$ cat config.mk
export PLATFORM = sky130hd
export DESIGN_NAME = uart_retrans_rx_p
export DESIGN_NICKNAME = d
export VERILOG_FILES = /design/src/rtl/uart_retrans_rx_p.sv
export SDC_FILE = /design/constraint.sdc
export NUM_CORES = 1
export LEC_CHECK = 0
export CORE_UTILIZATION = 54
export DETAILED_ROUTE_END_ITERATION = 6
export PLACE_DENSITY = 0.78
export SYNTH_ARGS = -nofsm -noshare
export SYNTH_HDL_FRONTEND = slang
export SYNTH_SLANG_ARGS = --single-unit
$ cat constraint.sdc
create_clock -name clk -period 2.2 [get_ports clk]
set_clock_uncertainty 0.05 [all_clocks]
set_input_delay 0.44 -clock clk [delete_from_list [all_inputs] [get_ports clk]]
set_output_delay 0.44 -clock clk [all_outputs]
set_load 0.005 [all_outputs]
$ cat src/rtl/uart_retrans_rx_p.sv
// ---------------------------------------------------------------------------
// uart_retrans_rx_p
//   Serial receiver with built-in retransmission control. The line carries one
//   bit per clock: start (0), DATA_W data bits LSB first, an optional parity
//   bit, and a stop bit (1). Good frames are presented on data/valid and held
//   until ack. A bad frame, or no start bit within TIMEOUT cycles after a
//   resend request, pulses request_resend and bumps resend_count. Once
//   MAX_RETRY requests have been spent, the next failure raises a sticky
//   error instead. The error is cleared by ack.
//
// Ports
//   clk            : clock, rising edge
//   reset          : asynchronous, active-high reset
//   signal         : serial line, idle high
//   ack            : consumer accepts data (HOLD) or clears error (FAIL)
//   data           : last good word received
//   valid          : data holds a good frame, held until ack
//   error          : retry budget exhausted, sticky until ack
//   request_resend : one-cycle pulse asking the sender to retransmit
//   resend_count   : resend requests issued for the current word
// ---------------------------------------------------------------------------
module uart_retrans_rx_p #(
  parameter int DATA_W     = 8,
  parameter int PARITY_EN  = 1,
  parameter int PARITY_ODD = 0,
  parameter int TIMEOUT    = 8,
  parameter int MAX_RETRY  = 4,
  parameter int CNT_W      = 5
) (
  input  logic              clk,
  input  logic              reset,
  input  logic              signal,
  input  logic              ack,
  output logic [DATA_W-1:0] data,
  output logic              valid,
  output logic              error,
  output logic              request_resend,
  output logic [CNT_W-1:0]  resend_count
);

  localparam int FRAME_L = DATA_W + 2 + PARITY_EN;
  localparam int BIT_W   = $clog2(FRAME_L);
  localparam int TMR_W   = (TIMEOUT > 1) ? $clog2(TIMEOUT) : 1;

  // bit_cnt indexes the bits after the start bit; the stop bit is the last one
  localparam logic [BIT_W-1:0] STOP_IDX = BIT_W'(FRAME_L - 2);
  localparam logic [TMR_W-1:0] TMR_LAST = TMR_W'(TIMEOUT - 1);
  localparam logic [CNT_W-1:0] CNT_MAX  = CNT_W'(MAX_RETRY);

  // The good/bad verdict is taken on the edge that samples the stop bit (or
  // on the timeout edge). Its effects are registered directly, so HOLD,
  // WAIT and FAIL are the only states that follow a verdict.
  typedef enum logic [2:0] {
    IDLE = 3'd0,
    RECV = 3'd1,
    HOLD = 3'd2,
    WAIT = 3'd3,
    FAIL = 3'd4
  } state_t;

  state_t              state, state_nx;
  logic [BIT_W-1:0]    bit_cnt, bit_cnt_nx;
  logic [TMR_W-1:0]    timer, timer_nx;
  logic [DATA_W-1:0]   data_nx;
  logic                valid_nx, error_nx, req_nx;
  logic [CNT_W-1:0]    cnt_nx;
  logic                frame_bad;

  logic [DATA_W-1:0]   shreg;
  logic                par_acc;

  function automatic logic [CNT_W-1:0] sat_inc(input logic [CNT_W-1:0] c);
    return (c < CNT_MAX) ? c + 1'b1 : c;
  endfunction

  // acc is the XOR of all data bits and the parity bit
  function automatic logic parity_ok(input logic acc);
    if (PARITY_EN == 0) return 1'b1;
    return acc == (PARITY_ODD != 0);
  endfunction

  // ---- stage: line sampling (data bits and running parity) ----
  always_ff @(posedge clk) begin
    if (state == RECV) begin
      // each data bit lands at its own index, so no shift chain depends on DATA_W
      for (int i = 0; i < DATA_W; i++) begin
        if (bit_cnt == BIT_W'(i)) shreg[i] <= signal;
      end
    end
    // cleared in every non-RECV cycle, which always precedes a frame
    par_acc <= (state == RECV) ? (par_acc ^ signal) : 1'b0;
  end

  // ---- stage: control next-state ----
  always_comb begin
    state_nx   = state;
    bit_cnt_nx = bit_cnt;
    timer_nx   = timer;
    data_nx    = data;
    valid_nx   = valid;
    error_nx   = error;
    req_nx     = 1'b0;
    cnt_nx     = resend_count;
    frame_bad  = 1'b0;

    case (state)
      IDLE: begin
        if (!signal) begin
          state_nx   = RECV;
          bit_cnt_nx = '0;
        end
      end
      RECV: begin
        if (bit_cnt == STOP_IDX) begin
          if (signal && parity_ok(par_acc)) begin
            state_nx = HOLD;
            valid_nx = 1'b1;
            data_nx  = shreg;
          end else begin
            frame_bad = 1'b1;
          end
        end else begin
          bit_cnt_nx = bit_cnt + 1'b1;
        end
      end
      HOLD: begin
        if (ack) begin
          valid_nx = 1'b0;
          cnt_nx   = '0;
          state_nx = IDLE;
        end
      end
      WAIT: begin
        // a start bit in the expiry cycle still wins
        if (!signal) begin
          state_nx   = RECV;
          bit_cnt_nx = '0;
        end else if (timer == TMR_LAST) begin
          frame_bad = 1'b1;
        end else begin
          timer_nx = timer + 1'b1;
        end
      end
      FAIL: begin
        if (ack) begin
          error_nx = 1'b0;
          cnt_nx   = '0;
          state_nx = IDLE;
        end
      end
      default: state_nx = IDLE;
    endcase

    if (frame_bad) begin
      if (resend_count < CNT_MAX) begin
        req_nx   = 1'b1;
        cnt_nx   = sat_inc(resend_count);
        state_nx = WAIT;
        timer_nx = '0;
      end else begin
        error_nx = 1'b1;
        state_nx = FAIL;
      end
    end
  end

  // ---- stage: registered control and outputs ----
  always_ff @(posedge clk or posedge reset) begin
    if (reset) begin
      state          <= IDLE;
      bit_cnt        <= '0;
      timer          <= '0;
      data           <= '0;
      valid          <= 1'b0;
      error          <= 1'b0;
      request_resend <= 1'b0;
      resend_count   <= '0;
    end else begin
      state          <= state_nx;
      bit_cnt        <= bit_cnt_nx;
      timer          <= timer_nx;
      data           <= data_nx;
      valid          <= valid_nx;
      error          <= error_nx;
      request_resend <= req_nx;
      resend_count   <= cnt_nx;
    end
  end

endmodule

==> results.txt <==
status - finished, violations left
failing checks - DRC
Tot GR Track Use - 21.8%
Yosys top cell by area - dfrtp_1
Cell Area, Placed - 1960 um^2
vias per inst - 5.72
HPWL Detailed - 2180 um
Skew-Pair Late Insertion Delay - 0.34 ns
r2r startpoint - state[1]
final hold violation count - 0
Comb pwr share - 35.9%
CP required - 2.41 ns
Sequential Power Share - 43.2%
Power Internal - 0.00150 W
Worst Path Max Fanout - 6
Worst slew margin - 63.3%
CTS resizes - 0
Final Setup Violations - 0
R2R setup slack - 0.15 ns
Layout area overhead - 22.4%
Post-CTS Hold Fix Bufs - 0
commonest non-fill, non-tap cells in the layout - dfrtp_1, clkdlybuf4s50_1, buf_4
endpoint class of the critical path - flop
share of cells above drive strength 1 - 12.9%
PD cells - 1060 nW/um^2
Syn Inst Count - 136
data arrival time of the critical path - 2.26 ns
Yosys top cell area share - 39.0%
R2R Path End - resend_count[0]
post-synthesis net count - 147
Sw Ratio - 30.6%
Routed WL - 3070 um
Rows - 19
post-route ant nets - 0
RSZ-0062 raised after global routing - false
top area cells in the synthesized netlist - dfrtp_1, edfxtp_1, mux2_1
drc violations - 8
post-synthesis sequential area ratio - 54.6%
fin area - 2040 um^2
MaxCap Viol Count - 0
setup bufs post-CTS - 0
WHS - 0.408 ns
Die ar. - 3310 um^2
most common cell after layout, fill and taps aside - dfrtp_1
die height - 57.6 um
yosys warns - 0
maximum clock rate - 488 MHz
count of input and output buffers - 19
Max Slew Vio Count - 0
global-route wire length before repair - 5350 um
I/O pin cnt - 20
CP Class - reg -> reg
Initial Util - 59.0%
GRT Residual Overflow - 0
Tcrit/Tclk final - 93.2%
Final Power - 0.00216 W
Chip Width - 57.6 um
First-pass DRT Iterations - 6
Worst Tran Pin Value - 0.550 ns
largest net degree at the start of global routing - 27
root buf cell - clkbuf_4
Sink Count - 35
clock transition at the registers of the reported paths - 0.11 ns
Post-layout nets - 180
main flop type after synthesis - dfrtp_1
Pleak - 0.934 nW
sw power - 0.000663 W
CTS tree - done
Worst R2R Path Depth - 5
Layout Utilization - 72.1%
CP Launch Type - flop
DR vias - 1149
Syn Area/Cell - 12.3 um^2
synthesized area - 1670 um^2
ys async rst share - 74.3%
peak supply drop - 0.543 mV
clock buffer count from CTS - 5
GPL Wtd Cong - 0.789
FILL cells - 198
clock share of power - 20.9%
vias in the first global route - 1165
initial antenna violation count - 0
flops & latches, synth - 35
post-synth cell types - 42
DRT iter0 DRCs - 44
core footprint - 2830 um^2
CTS H-Tree Depth - 2
crit path time final - 2.05 ns
Wirelength per Cell - 15.3 um
Max Root-Sink Buffers - 2
Hold Crit Class - in -> async
EDFF count, synth - 8
Diodes inserted - 0
[worst max path at each step]
| stage | from | end |
|---|---|---|
| after global routing | bit_cnt[1] | data[4] |
| after floorplan | state[1] | resend_count[1] |
| after global placement | signal | resend_count[1] |
| final | state[1] | resend_count[0] |
| after CTS | state[1] | resend_count[0] |
| after detailed placement | signal | resend_count[0] |
[sequential cells by signal, indices dropped and copies added, names as in the netlist]
signal          cells
resend_count        5
timer               3
shreg               8
state               3
valid               1
bit_cnt             4
request_resend      1
data                8
error               1
par_acc             1
[cell usage after synthesis (2+ instances only)]
| cell type | n |
|---|---|
| o21ai_0 | 5 |
| nand3b_1 | 2 |
| nor2_1 | 7 |
| nor2b_1 | 3 |
| or2_1 | 2 |
| xor2_1 | 2 |
| nand2b_1 | 4 |
| nand3_1 | 2 |
| buf_2 | 3 |
| ha_1 | 7 |
| o31ai_1 | 2 |
| nand2_1 | 7 |
| mux2i_1 | 4 |
| and4b_1 | 2 |
| dfrtp_1 | 26 |
| inv_1 | 5 |
| edfxtp_1 | 8 |
| clkbuf_1 | 2 |
| and2_1 | 10 |
| nor3_1 | 2 |
| a21oi_1 | 2 |
| mux2_1 | 9 |
[layer usage]
| layer | wire length [um] | share of wire (%) | up-vias | global-route usage [%] |
|---|---|---|---|---|
| met3 | 114 | 3.7 | 7 | 4.31 |
| met5 | 0 | 0 | - | 0 |
| met2 | 1550 | 50 | 26 | 36.5 |
| met1 | 1340 | 44 | 565 | 27.6 |
| met4 | 65 | 2.1 | 0 | 9.41 |
| li1 | - | - | 551 | - |
[final cells by class]
type                    instances  area, um^2  share of cell area (%)
flip-flops and latches         35         911                    44.6
clock buffers                   5        37.5                    1.84
repair buffers                 31         280                    13.7
clock inverters                 3        38.8                    1.90
multi-input cells              91         716                    35.1
inverters                       5        18.8                   0.920
well taps                      31        38.8                    1.90
[power groups by stage]
stage                     registers (W)  logic [W]  clock network (W)
after floorplan                0.000936   0.000446                  0
after global placement         0.000935   0.000740                  0
after detailed placement       0.000950   0.000774                  0
after CTS                      0.000938   0.000780           0.000460
after global routing           0.000961   0.000857           0.000481
final                          0.000935   0.000777           0.000452
[cells by family after synthesis]
group	count (synthesis)	synth area share, %
AO/OA/AOI/OAI	21	11.2
flip-flops	35	54.6
adder cells (fa/ha/maj)	7	5.25
multiplexers	13	8.48
XOR/XNOR	2	1.05
buffers and inverters	10	2.48
AND/OR/NAND/NOR	48	17.0
[metrics by stage]
step | worst slack (ns) | setup TNS (ns) | instances
after detailed placement | -0.0805 | -0.234 | 193
after global routing | 0.0188 | 0 | 201
final | 0.150 | 0 | 201
after floorplan | 0.201 | 0 | 136
after global placement | -0.0329 | -0.0556 | 193
after CTS | 0.140 | 0 | 201
[worst max-delay path: stages (launching register included)]
cell     delay [ns]
dfrtp_1        0.40
or3b_1         0.51
o32a_4         0.42
nor2b_1        0.21
buf_4          0.19
mux2i_1        0.20
Power figures use the tool's default switching activity.
